$ cat config.mk
export PLATFORM = sky130hd
export DESIGN_NAME = fifo_word_packer
export DESIGN_NICKNAME = d
export VERILOG_FILES = /design/src/rtl/fifo_pkg.sv /design/src/rtl/pack_idle_timer.sv /design/src/rtl/fifo_word_packer.sv
export SDC_FILE = /design/constraint.sdc
export NUM_CORES = 1
export LEC_CHECK = 0
export CORE_MARGIN = 1
export CORE_UTILIZATION = 56
export DETAILED_ROUTE_END_ITERATION = 8
export PLACE_DENSITY = 0.86
export SLEW_MARGIN = 40
export SYNTH_ARGS = -nofsm -noshare
export SYNTH_HDL_FRONTEND = slang
export SYNTH_SLANG_ARGS = --single-unit
$ cat constraint.sdc
create_clock -name clk -period 2.43 [get_ports clk]
set_clock_uncertainty 0.2 [all_clocks]
set_input_delay 0.486 -clock clk [delete_from_list [all_inputs] [get_ports clk]]
set_output_delay 0.486 -clock clk [all_outputs]
set_load 0.1 [all_outputs]
$ cat src/rtl/fifo_pkg.sv
// fifo_pkg: shared defaults and packer FSM state type for the FIFO drain path.
package fifo_pkg;
    localparam int DEF_DATA_WIDTH = 8;
    localparam int DEF_PACK = 4;
    typedef enum logic [1:0] {FILL, PEND, MOVE} packer_state_t;
endpackage

$ cat src/rtl/pack_idle_timer.sv
// pack_idle_timer: counts consecutive idle cycles; expire marks the TIMEOUT-th one.
module pack_idle_timer #(
    parameter int TIMEOUT = 16
) (
    input  logic clk,
    input  logic rst_n,
    input  logic idle,
    output logic expire
);
    localparam int TW = $clog2(TIMEOUT + 1);
    logic [TW-1:0] count;
    assign expire = idle && (count == TW'(TIMEOUT - 1));
    always_ff @(posedge clk or negedge rst_n) begin
        if (!rst_n) count <= '0;
        else if (!idle) count <= '0;
        else if (!expire) count <= count + TW'(1);
    end
endmodule

$ cat src/rtl/fifo_word_packer.sv
// fifo_word_packer: pops FIFO bytes, packs PACK entries per word onto a valid/ready port.
// Define PACKER_FLUSH_EN to flush partial words after TIMEOUT idle cycles.
module fifo_word_packer
    import fifo_pkg::*;
#(
    parameter int DATA_WIDTH = DEF_DATA_WIDTH,
    parameter int PACK = DEF_PACK,
    parameter int TIMEOUT = 16
) (
    input  logic                       clk,
    input  logic                       rst_n,
    input  logic                       fifo_empty,
    input  logic                       fifo_underflow,
    input  logic [DATA_WIDTH-1:0]      fifo_data_out,
    output logic                       fifo_rd_en,
    output logic                       m_valid,
    input  logic                       m_ready,
    output logic [DATA_WIDTH*PACK-1:0] m_data,
    output logic [PACK-1:0]            m_keep,
    output logic                       err_underflow
);
    localparam int CW = $clog2(PACK + 1);
    localparam int W = DATA_WIDTH * PACK;
    packer_state_t state, state_nxt;
    logic [CW-1:0] cnt;
    logic rd_q, flush, do_move, busy;
    logic [W-1:0] acc;
    logic [PACK-1:0] keep;
    if (PACK < 2 || TIMEOUT < 1) begin : g_bad_cfg
        $error("fifo_word_packer: PACK must be >= 2 and TIMEOUT >= 1");
    end
    assign busy = m_valid && !m_ready;
    assign fifo_rd_en = rst_n && (state == FILL) && !fifo_empty &&
                        (({1'b0, cnt} + {{CW{1'b0}}, rd_q}) < (CW + 1)'(PACK));
`ifdef PACKER_FLUSH_EN
    logic idle;
    assign idle = (cnt != '0) && !rd_q && fifo_empty;
    pack_idle_timer #(.TIMEOUT(TIMEOUT)) u_idle_timer (
        .clk    (clk),
        .rst_n  (rst_n),
        .idle   (idle),
        .expire (flush)
    );
    always_comb begin
        keep = '0;
        for (int i = 0; i < PACK; i++) keep[i] = i < int'(cnt);
    end
`else
    assign flush = 1'b0;
    assign keep = '1;
`endif
    always_comb begin
        state_nxt = state;
        do_move = 1'b0;
        unique case (state)
            FILL: if ((rd_q && cnt == CW'(PACK - 1)) || flush) state_nxt = MOVE;
            MOVE: begin
                do_move = !busy;
                state_nxt = busy ? PEND : FILL;
            end
            PEND: if (m_ready) state_nxt = MOVE;
            default: state_nxt = FILL;
        endcase
    end
    always_ff @(posedge clk or negedge rst_n) begin
        if (!rst_n) begin
            state <= FILL;
            cnt <= '0;
            rd_q <= 1'b0;
            acc <= '0;
            m_valid <= 1'b0;
            m_data <= '0;
            m_keep <= '0;
            err_underflow <= 1'b0;
        end else begin
            state <= state_nxt;
            rd_q <= fifo_rd_en;
            err_underflow <= err_underflow | fifo_underflow;
            if (do_move) begin
                acc <= '0;
                cnt <= '0;
                m_valid <= 1'b1;
                m_data <= acc;
                m_keep <= keep;
            end else begin
                if (m_ready) m_valid <= 1'b0;
                if (rd_q) begin
                    cnt <= cnt + CW'(1);
                    for (int i = 0; i < PACK; i++)
                        if (int'(cnt) == i) acc[i*DATA_WIDTH +: DATA_WIDTH] <= fifo_data_out;
                end
            end
        end
    end
endmodule

=== Word-level counts from Yosys, hierarchy flattened ===
Cells that the tools add are included.
W data, S select, Z words.

* Register bits after elaboration: 73
* Input port bits: 13
* Output and inout bits: 39

* Add/sub/neg operators: 2
* Magnitude comparators: 1
* Eq/ne operators: 8
* Mux-type cells: 15
* Bitwise logic cells: 1
* Reduce and logical (&&, ||, !) cells: 21

{| class="wikitable"
|+ Operators with widths
! operator !! number
|-
| $mux W32 || 2
|-
| $mux W8 || 4
|-
| $reduce_bool A2 Y1 || 6
|-
| $reduce_and A2 Y1 || 5
|-
| $eq A3 B2 Y1 const B || 2
|-
| $eq A3 B3 Y1 const B || 2
|-
| $mux W3 || 2
|-
| $pmux W2 S3 || 1
|-
| $logic_and A1 B1 Y1 || 5
|-
| $add A3 B1 Y4 || 1
|-
| $lt A4 B3 Y1 const B || 1
|-
| $mux W1 || 4
|-
| $mux W2 || 2
|-
| $add A3 B1 Y3 const B || 1
|-
| $logic_not A1 Y1 || 3
|-
| $logic_not A3 Y1 || 1
|-
| $eq A2 B1 Y1 const B || 1
|-
| $eq A2 B2 Y1 const B || 1
|-
| $logic_not A2 Y1 || 1
|-
| $ne A2 B1 Y1 const B || 1
|-
| $ne A2 B2 Y1 const B || 1
|-
| $or A1 B1 Y1 || 1
|}

=== Longest topological paths before layout ===
Gate-level depths: netlist (run 1).

* Depth after elaboration: 6
* Gate-level depth with buffers: 6
* Gate-level depth less buffers: 5

=== Least setup slack after synthesis (run 1) ===
Ideal clock, no wire load.

* Path kind: input-to-output
* From: input port rst_n
* To: output port fifo_rd_en
* Data arrival time: 3.302 ns
* Setup slack: -1.558 ns
* Stages on the path: 2
* Path buffers: 0
* Path through: or4b_1 a311oi_1

* Cells in the longest elaborated chain, start to end: 3

{| class="wikitable"
|+ RTL lines
! item !! line !! source
|-
| start, declared || fifo_word_packer.sv:11 || <nowiki>input logic rst_n,</nowiki>
|-
| $logic_and A1 B1 Y1 (3 in a row) || fifo_word_packer.sv:33 || <nowiki>assign fifo_rd_en = rst_n && (state == FILL) && !fifo_empty &&</nowiki>
|-
| end, declared || fifo_word_packer.sv:15 || <nowiki>output logic fifo_rd_en,</nowiki>
|}

Every way passes these cells.

=== Worst setup path in the final report (run 1) ===
* From: register cnt[2]
* To: output port fifo_rd_en

* Cells in the longest elaborated chain, start to end: 3

{| class="wikitable"
|+ RTL lines
! item !! line !! source
|-
| start, declared || fifo_word_packer.sv:25 || <nowiki>logic [CW-1:0] cnt;</nowiki>
|-
| start signal, assigned || fifo_word_packer.sv:88 || <nowiki>cnt <= cnt + CW'(1);</nowiki>
|-
| $add A3 B1 Y4 || fifo_word_packer.sv:34 || <nowiki>(({1'b0, cnt} + {{CW{1'b0}}, rd_q}) < (CW + 1)'(PACK));</nowiki>
|-
| $lt A4 B3 Y1 || fifo_word_packer.sv:34 ||
|-
| $logic_and A1 B1 Y1 || fifo_word_packer.sv:33 ||
|}

Every way passes these cells.

==> results of run 1 <==
## how the worst max path moves through the flow
| stage | start | to | slack (ns) | depth (start not counted) |
|---|---|---|---|---|
| 2_1_floorplan | rst_n | fifo_rd_en | -0.13 | 2 |
| 3_3_place_gp | rst_n | fifo_rd_en | 0.22 | 4 |
| 3_5_place_dp | rst_n | fifo_rd_en | 0.18 | 4 |
| 4_1_cts | cnt[2]$_DFFE_PN0P_ | fifo_rd_en | -0.12 | 3 |
| 5_1_grt | cnt[2]$_DFFE_PN0P_ | fifo_rd_en | -0.15 | 3 |
| 6_report | cnt[2]$_DFFE_PN0P_ | fifo_rd_en | -0.11 | 3 |
## final cells by class
class	instances	area, sq um
sequential	73	1830
fill	371	1420
multi-input combinational	131	1050
timing repair buffer	60	507
clock buffer	10	138
tap	70	87.6
clock inverter	6	57.6
inverter	5	18.8
## cell families after synthesis
group                    after synthesis  synth area share
AND/OR/NAND/NOR                       54            0.0841
adder cells (fa/ha/maj)                5            0.0210
buffers and inverters                 21            0.0408
flip-flops                            73             0.614
AO/OA/AOI/OAI                         13            0.0278
multiplexers                          58             0.209
XOR/XNOR                               1           0.00295
## critical path, delay by kind of cell, from the launching register on
family | cells | cell delay (ns)
compound gates | 1 | 0.29
simple gates | 1 | 0.56
flops | 1 | 0.44
buf+inv | 1 | 0.22
## routing by layer
layer,vias up,global-route usage
met2,53,0.321
met3,13,0.0562
met5,-,0
li1,866,-
met4,0,0.105
met1,930,0.313
## power breakdown
| group | total (mW) | leakage (nW) | internal [mW] | switching [mW] |
|---|---|---|---|---|
| combinational | 1.83 | 0.917 | 0.497 | 1.34 |
| sequential | 1.83 | 0.970 | 1.59 | 0.239 |
| clock | 0.923 | 0.102 | 0.494 | 0.429 |
| total | 4.59 | 1.99 | 2.58 | 2.00 |
## per-stage QoR
step,setup TNS [ns],total power [mW],util
6_report,-0.106,4.59,0.721
2_1_floorplan,-0.125,3.25,-
5_1_grt,-0.152,4.81,0.721
3_5_place_dp,0,3.69,0.683
3_3_place_gp,0,3.63,0.682
4_1_cts,-0.121,4.62,0.721
## registers in the layout (all words and copies together) (netlist names)
signal,cells
state,2
m_data,32
cnt,3
acc,32
err_underflow,1
rd_q,1
m_keep,1
m_valid,1
## what timing repair did
item,in CTS,in global routing
gates resized for setup,0,1
endpoints found under the hold margin,0,0
hold buffers,0,0
endpoints found under the setup margin,1,1
pin swaps,0,0
## cells in the final DEF, fill, tap and decap left out
cell / Yosys / layout
a211oi_1: 1 / 1
a21oi_1: 9 / 9
a21oi_4: 1 / 1
a311oi_4: 0 / 1
buf_12: 0 / 2
buf_4: 9 / 46
buf_6: 0 / 1
bufinv_16: 0 / 1
clkbuf_8: 0 / 10
clkdlybuf4s50_1: 0 / 11
clkinv_2: 0 / 4
clkinvlp_4: 0 / 1
dfrtp_1: 73 / 72
dfrtp_2: 0 / 1
ha_1: 5 / 5
inv_1: 5 / 5
mux2_1: 2 / 2
mux2_2: 31 / 31
mux2i_1: 25 / 25
nand2_1: 9 / 9
nand2b_1: 1 / 1
nand2b_4: 1 / 1
nand3_1: 8 / 8
nand3b_1: 3 / 3
nor2_1: 28 / 28
o21ai_0: 1 / 1
or2_2: 3 / 3
or4b_4: 0 / 1
xnor2_1: 1 / 1
==> results.py, run 1 <==
metrics = {
    "synth": {
        "netlist_instances": 225,
        "synthTopCellsByArea": "dfrtp_1 (61%), mux2_2 (12%), mux2i_1 (8.4%)",
        "synthesis.area_sq_um": 2970,
        "syn_avg_cell_area_sq_um": 13.2,
        "synth_edf_count": 0,
        "yosysTopAreaCell": "dfrtp_1",
        "async_reset_ff_frac": 1.00,
        "yosysTopAreaCellShare": 0.614,
        "synth_most_common_cell": "dfrtp_1",
        "ys_types": 22,
        "synth_seq_cells": 73,
        "seq_area_frac_synth": 0.614,
        "synth.net_count": 243,
        "ys.flop_type": "dfrtp_1",
        "yosys_warnings": 0,
        "yosys-top-cells-count": "dfrtp_1 (73), mux2_2 (31), nor2_1 (28)",
    },
    "pwr": {
        "leakagePower_nw": 1.99,
        "powerDensity_nw_per_um2": 1250,
        "peakVddDrop_mv": 0.955,
    },
    "floorplanning": {
        "ioPinCount": 52,
        "die_area_sq_um": 5610,
        "rows": 26,
        "dieHeight_um": 74.9,
        "fp.dieW_um": 74.9,
        "start_util": 0.582,
        "design.core.area_sq_um": 5110,
    },
    "timing": {
        "worstMarginPinSlew_ns": 0.647,
        "whs_ns": 0.0479,
        "maxSlewViolCount": 0,
        "fmax_mhz": 394,
        "rsz0062_at_grt": "yes",
        "setup_viol": 1,
        "worst_slack_ns": -0.106,
        "period_needed_ns": 2.54,
        "relSlewSlack": 0.569,
        "period_share": 1.04,
        "hold_viol": 0,
    },
    "clocking": {
        "cts_tree": "yes",
        "tritoncts.num_buffers": 9,
        "clk_pin_slew_worst_paths_ns": 0.07,
        "cts_sinks": 73,
        "cts_root_buffer": "clkbuf_8",
        "clk_path_buf_depth": 2,
        "post-cts-setup-buffers": 0,
        "htreeDepth": 3,
        "clk_latency_ns": 0.34,
    },
    "detailed_routing": {
        "top_layer_used": "met4",
        "antenna_left": 0,
        "wl_per_cell_um": 15.2,
        "wl_met3_um": 215,
        "wl_met2_mm": 2.60,
        "drt_iter0_markers": 118,
        "vias": 1862,
        "m1WireLength_mm": 2.47,
        "wl_mm": 5.39,
        "drtPass1Iterations": 4,
        "post-route-drc-count": 0,
        "viasPerCell": 5.25,
    },
    "global_route": {
        "grt_pass1_vias": 1890,
        "grt_max_degree": 74,
        "grt_util_all_layers": 0.221,
        "grt_pass1_wl_mm": 8.94,
        "overflow": 0,
        "antenna_found_initial": 0,
    },
    "worst_setup_path": {
        "startpoint_type": "flip-flop",
        "setup.worst_path.class": "reg2out",
        "cp.arrival_ns": 1.85,
        "ff2ff_setup_slack_ns": 0.72,
        "r2r_start": "state[0]$_DFFE_PN0P_",
        "slowest_stage": "or4b_4",
        "cp_max_fo": 6,
        "cp.required_ns": 1.74,
        "r2r-end": "m_data[24]$_DFFE_PN0P_",
        "worstPathCellList": "or4b_4 -> a311oi_4 -> buf_12",
        "endpoint_kind": "output port",
        "r2r_cells": 4,
        "max_stage_delay_ns": 0.56,
    },
    "hold_path": {
        "hold_class": "in2async",
    },
    "final_layout": {
        "final_area_sq_um": 3680,
        "final_nets": 298,
        "drive_gt1_frac": 0.365,
        "final_cells": 355,
        "diodes": 0,
        "synthToLayoutAreaGrowth_pct": 23.9,
    },
    "place": {
        "portBuffers": 51,
        "placed_cells": 339,
        "pre_cts_slack_ns": 0.175,
        "dpl-instance-area_sq_um": 3490,
        "gp_congestion": 0.716,
        "dp_hpwl_mm": 3.59,
    },
    "status": {
        "outcome": "finished with violations",
        "violations": "setup timing",
    },
    "flow_run": {
        "maxCapViolations": 0,
    },
}
Power figures use the tool's default switching activity.
==> run 2: changes to the inputs <==
--- a/config.mk
+++ b/config.mk
@@ -5,10 +5,11 @@
 export SDC_FILE = /design/constraint.sdc
 export NUM_CORES = 1
 export LEC_CHECK = 0
+export CORE_ASPECT_RATIO = 1.2
 export CORE_MARGIN = 1
-export CORE_UTILIZATION = 56
+export CORE_UTILIZATION = 47
 export DETAILED_ROUTE_END_ITERATION = 8
-export PLACE_DENSITY = 0.86
+export PLACE_DENSITY = 0.77
 export SLEW_MARGIN = 40
 export SYNTH_ARGS = -nofsm -noshare
 export SYNTH_HDL_FRONTEND = slang
==> constraint.sdc (replaced) <==
create_clock -name clk -period 2.28 [get_ports clk]
set_clock_uncertainty 0.2 [all_clocks]
set_input_delay 0.456 -clock clk [delete_from_list [all_inputs] [get_ports clk]]
set_output_delay 0.456 -clock clk [all_outputs]
set_load 0.1 [all_outputs]
==> results.py, run 2 (synthesis results as in run 1) <==
metrics = {
    "final_layout": {
        "num-fill-cells": 482,
        "final_cell_mix": "dfrtp_1 (72), buf_4 (41), mux2_2 (31)",
        "final_nets": 295,
        "regArea_sq_um": 1830,
        "diodes": 0,
        "final_area_sq_um": 3670,
        "utilization": 0.603,
        "reg_top3": "acc (32), m_data (32), cnt (3)",
        "final_cells": 364,
        "synthToLayoutAreaGrowth_pct": 23.5,
        "drive_gt1_frac": 0.355,
        "multi_input_area_sq_um": 1050,
        "mostFrequentLayoutCell": "dfrtp_1",
    },
    "floorplanning": {
        "die_area_sq_um": 6650,
        "fp.dieW_um": 74.6,
        "rows": 31,
        "start_util": 0.488,
        "design.core.area_sq_um": 6090,
        "dieHeight_um": 89.1,
        "ioPinCount": 52,
    },
    "global_route": {
        "overflow": 0,
        "grt_pass1_wl_mm": 9.24,
        "grt_util_all_layers": 0.193,
        "antenna_found_initial": 0,
        "grt_max_degree": 74,
        "grt_pass1_vias": 1825,
    },
    "timing": {
        "worst_slack_ns": -0.211,
        "period_needed_ns": 2.49,
        "worstMarginPinSlew_ns": 0.642,
        "setup_viol": 1,
        "maxSlewViolCount": 0,
        "rsz0062_at_grt": "yes",
        "relSlewSlack": 0.572,
        "setup_tns_ns": -0.211,
        "hold_viol": 0,
        "whs_ns": 0.0718,
        "period_share": 1.09,
        "fmax_mhz": 401,
    },
    "pwr": {
        "leakagePower_nw": 1.96,
        "powerDensity_nw_per_um2": 1310,
        "peakVddDrop_mv": 0.878,
        "totalPowerFinal_mw": 4.82,
    },
    "clocking": {
        "postCtsHoldBufs": 0,
        "cts_sinks": 73,
        "htreeDepth": 3,
        "clk_latency_ns": 0.34,
        "cts_root_buffer": "clkbuf_8",
        "clk_path_buf_depth": 2,
        "clk_pin_slew_worst_paths_ns": 0.08,
        "cts_tree": "yes",
        "tritoncts.num_buffers": 9,
    },
    "detailed_routing": {
        "drt_iter0_markers": 231,
        "vias": 1844,
        "post-route-drc-count": 0,
        "drtPass1Iterations": 4,
        "wl_per_cell_um": 15.4,
        "antenna_left": 0,
        "viasPerCell": 5.07,
        "wl_mm": 5.60,
    },
    "worst_setup_path": {
        "path_delay_family": "simple AND/OR/NAND/NOR gates",
        "cp.arrival_ns": 1.83,
        "setup.worst_path.class": "reg2out",
        "cp_max_fo": 4,
        "startpoint_type": "flip-flop",
        "crit_buf_inv": 1,
        "slowest_stage": "or4b_4",
        "endpoint_kind": "output port",
        "worstPathCellList": "or4b_4 -> a311oi_4 -> buf_12",
        "cp.required_ns": 1.62,
        "max_stage_delay_ns": 0.56,
    },
    "place": {
        "dp_hpwl_mm": 3.71,
        "dpl-instance-area_sq_um": 3490,
        "placed_cells": 348,
        "portBuffers": 51,
        "pre_cts_slack_ns": 0.0442,
        "gp_congestion": 0.701,
    },
    "status": {
        "outcome": "finished with violations",
        "violations": "setup timing",
    },
    "hold_path": {
        "hold_class": "in2async",
    },
    "flow_run": {
        "maxCapViolations": 0,
    },
}
run 2: cell types whose count changed in the layout (fill, tap and decap cells not counted):
cell        change
buf_12          +1
buf_2           +1
buf_4           -5
bufinv_16       -1
clkbuf_1        +1
clkbuf_8        +1
clkinv_2        -3
clkinvlp_4      +2
run 2: what timing repair did:
action | in CTS | in global routing
setup endpoints to repair | 1 | 1
gates resized for setup | 0 | 1
setup buffers | 0 | 0
pin swaps | 0 | 0
run 2: final timing paths:
| path | startpoint | end | slack [ns] | cells past startpoint |
|---|---|---|---|---|
| min reg2reg | err_underflow$_DFF_PN0_ | err_underflow$_DFF_PN0_ | 0.27 | 1 |
| max | state[0]$_DFFE_PN0P_ | fifo_rd_en | -0.21 | 3 |
| max reg2reg | cnt[0]$_DFFE_PN0P_ | acc[18]$_DFFE_PN0P_ | 0.45 | 5 |
| min in group clk | err_underflow$_DFF_PN0_ | err_underflow$_DFF_PN0_ | 0.27 | 1 |
| min | rst_n | m_data[16]$_DFFE_PN0P_ | 0.07 | 2 |
| max in group asynchronous | rst_n | state[1]$_DFFE_PN0P_ | 1.34 | 2 |
run 2: cell type report:
class	instances	area share
repair buffers	57	0.135
inverters	5	0.00511
multi-input cells	131	0.285
flip-flops and latches	73	0.498
clock inverters	4	0.00749
well taps	82	0.0279
clock buffers	12	0.0422
run 2: power breakdown:
group	switching (mW)	internal, mW
registers	0.246	1.69
logic	1.43	0.528
clock network	0.471	0.453
run 2: metal layers:
layer | global-route usage | wire length [um] | vias to the layer above
met2 | 0.305 | 2850 | 47
met5 | 0 | 0 | -
met1 | 0.249 | 2450 | 927
met4 | 0.0926 | 139 | 0
met3 | 0.0474 | 168 | 11
li1 | - | - | 859
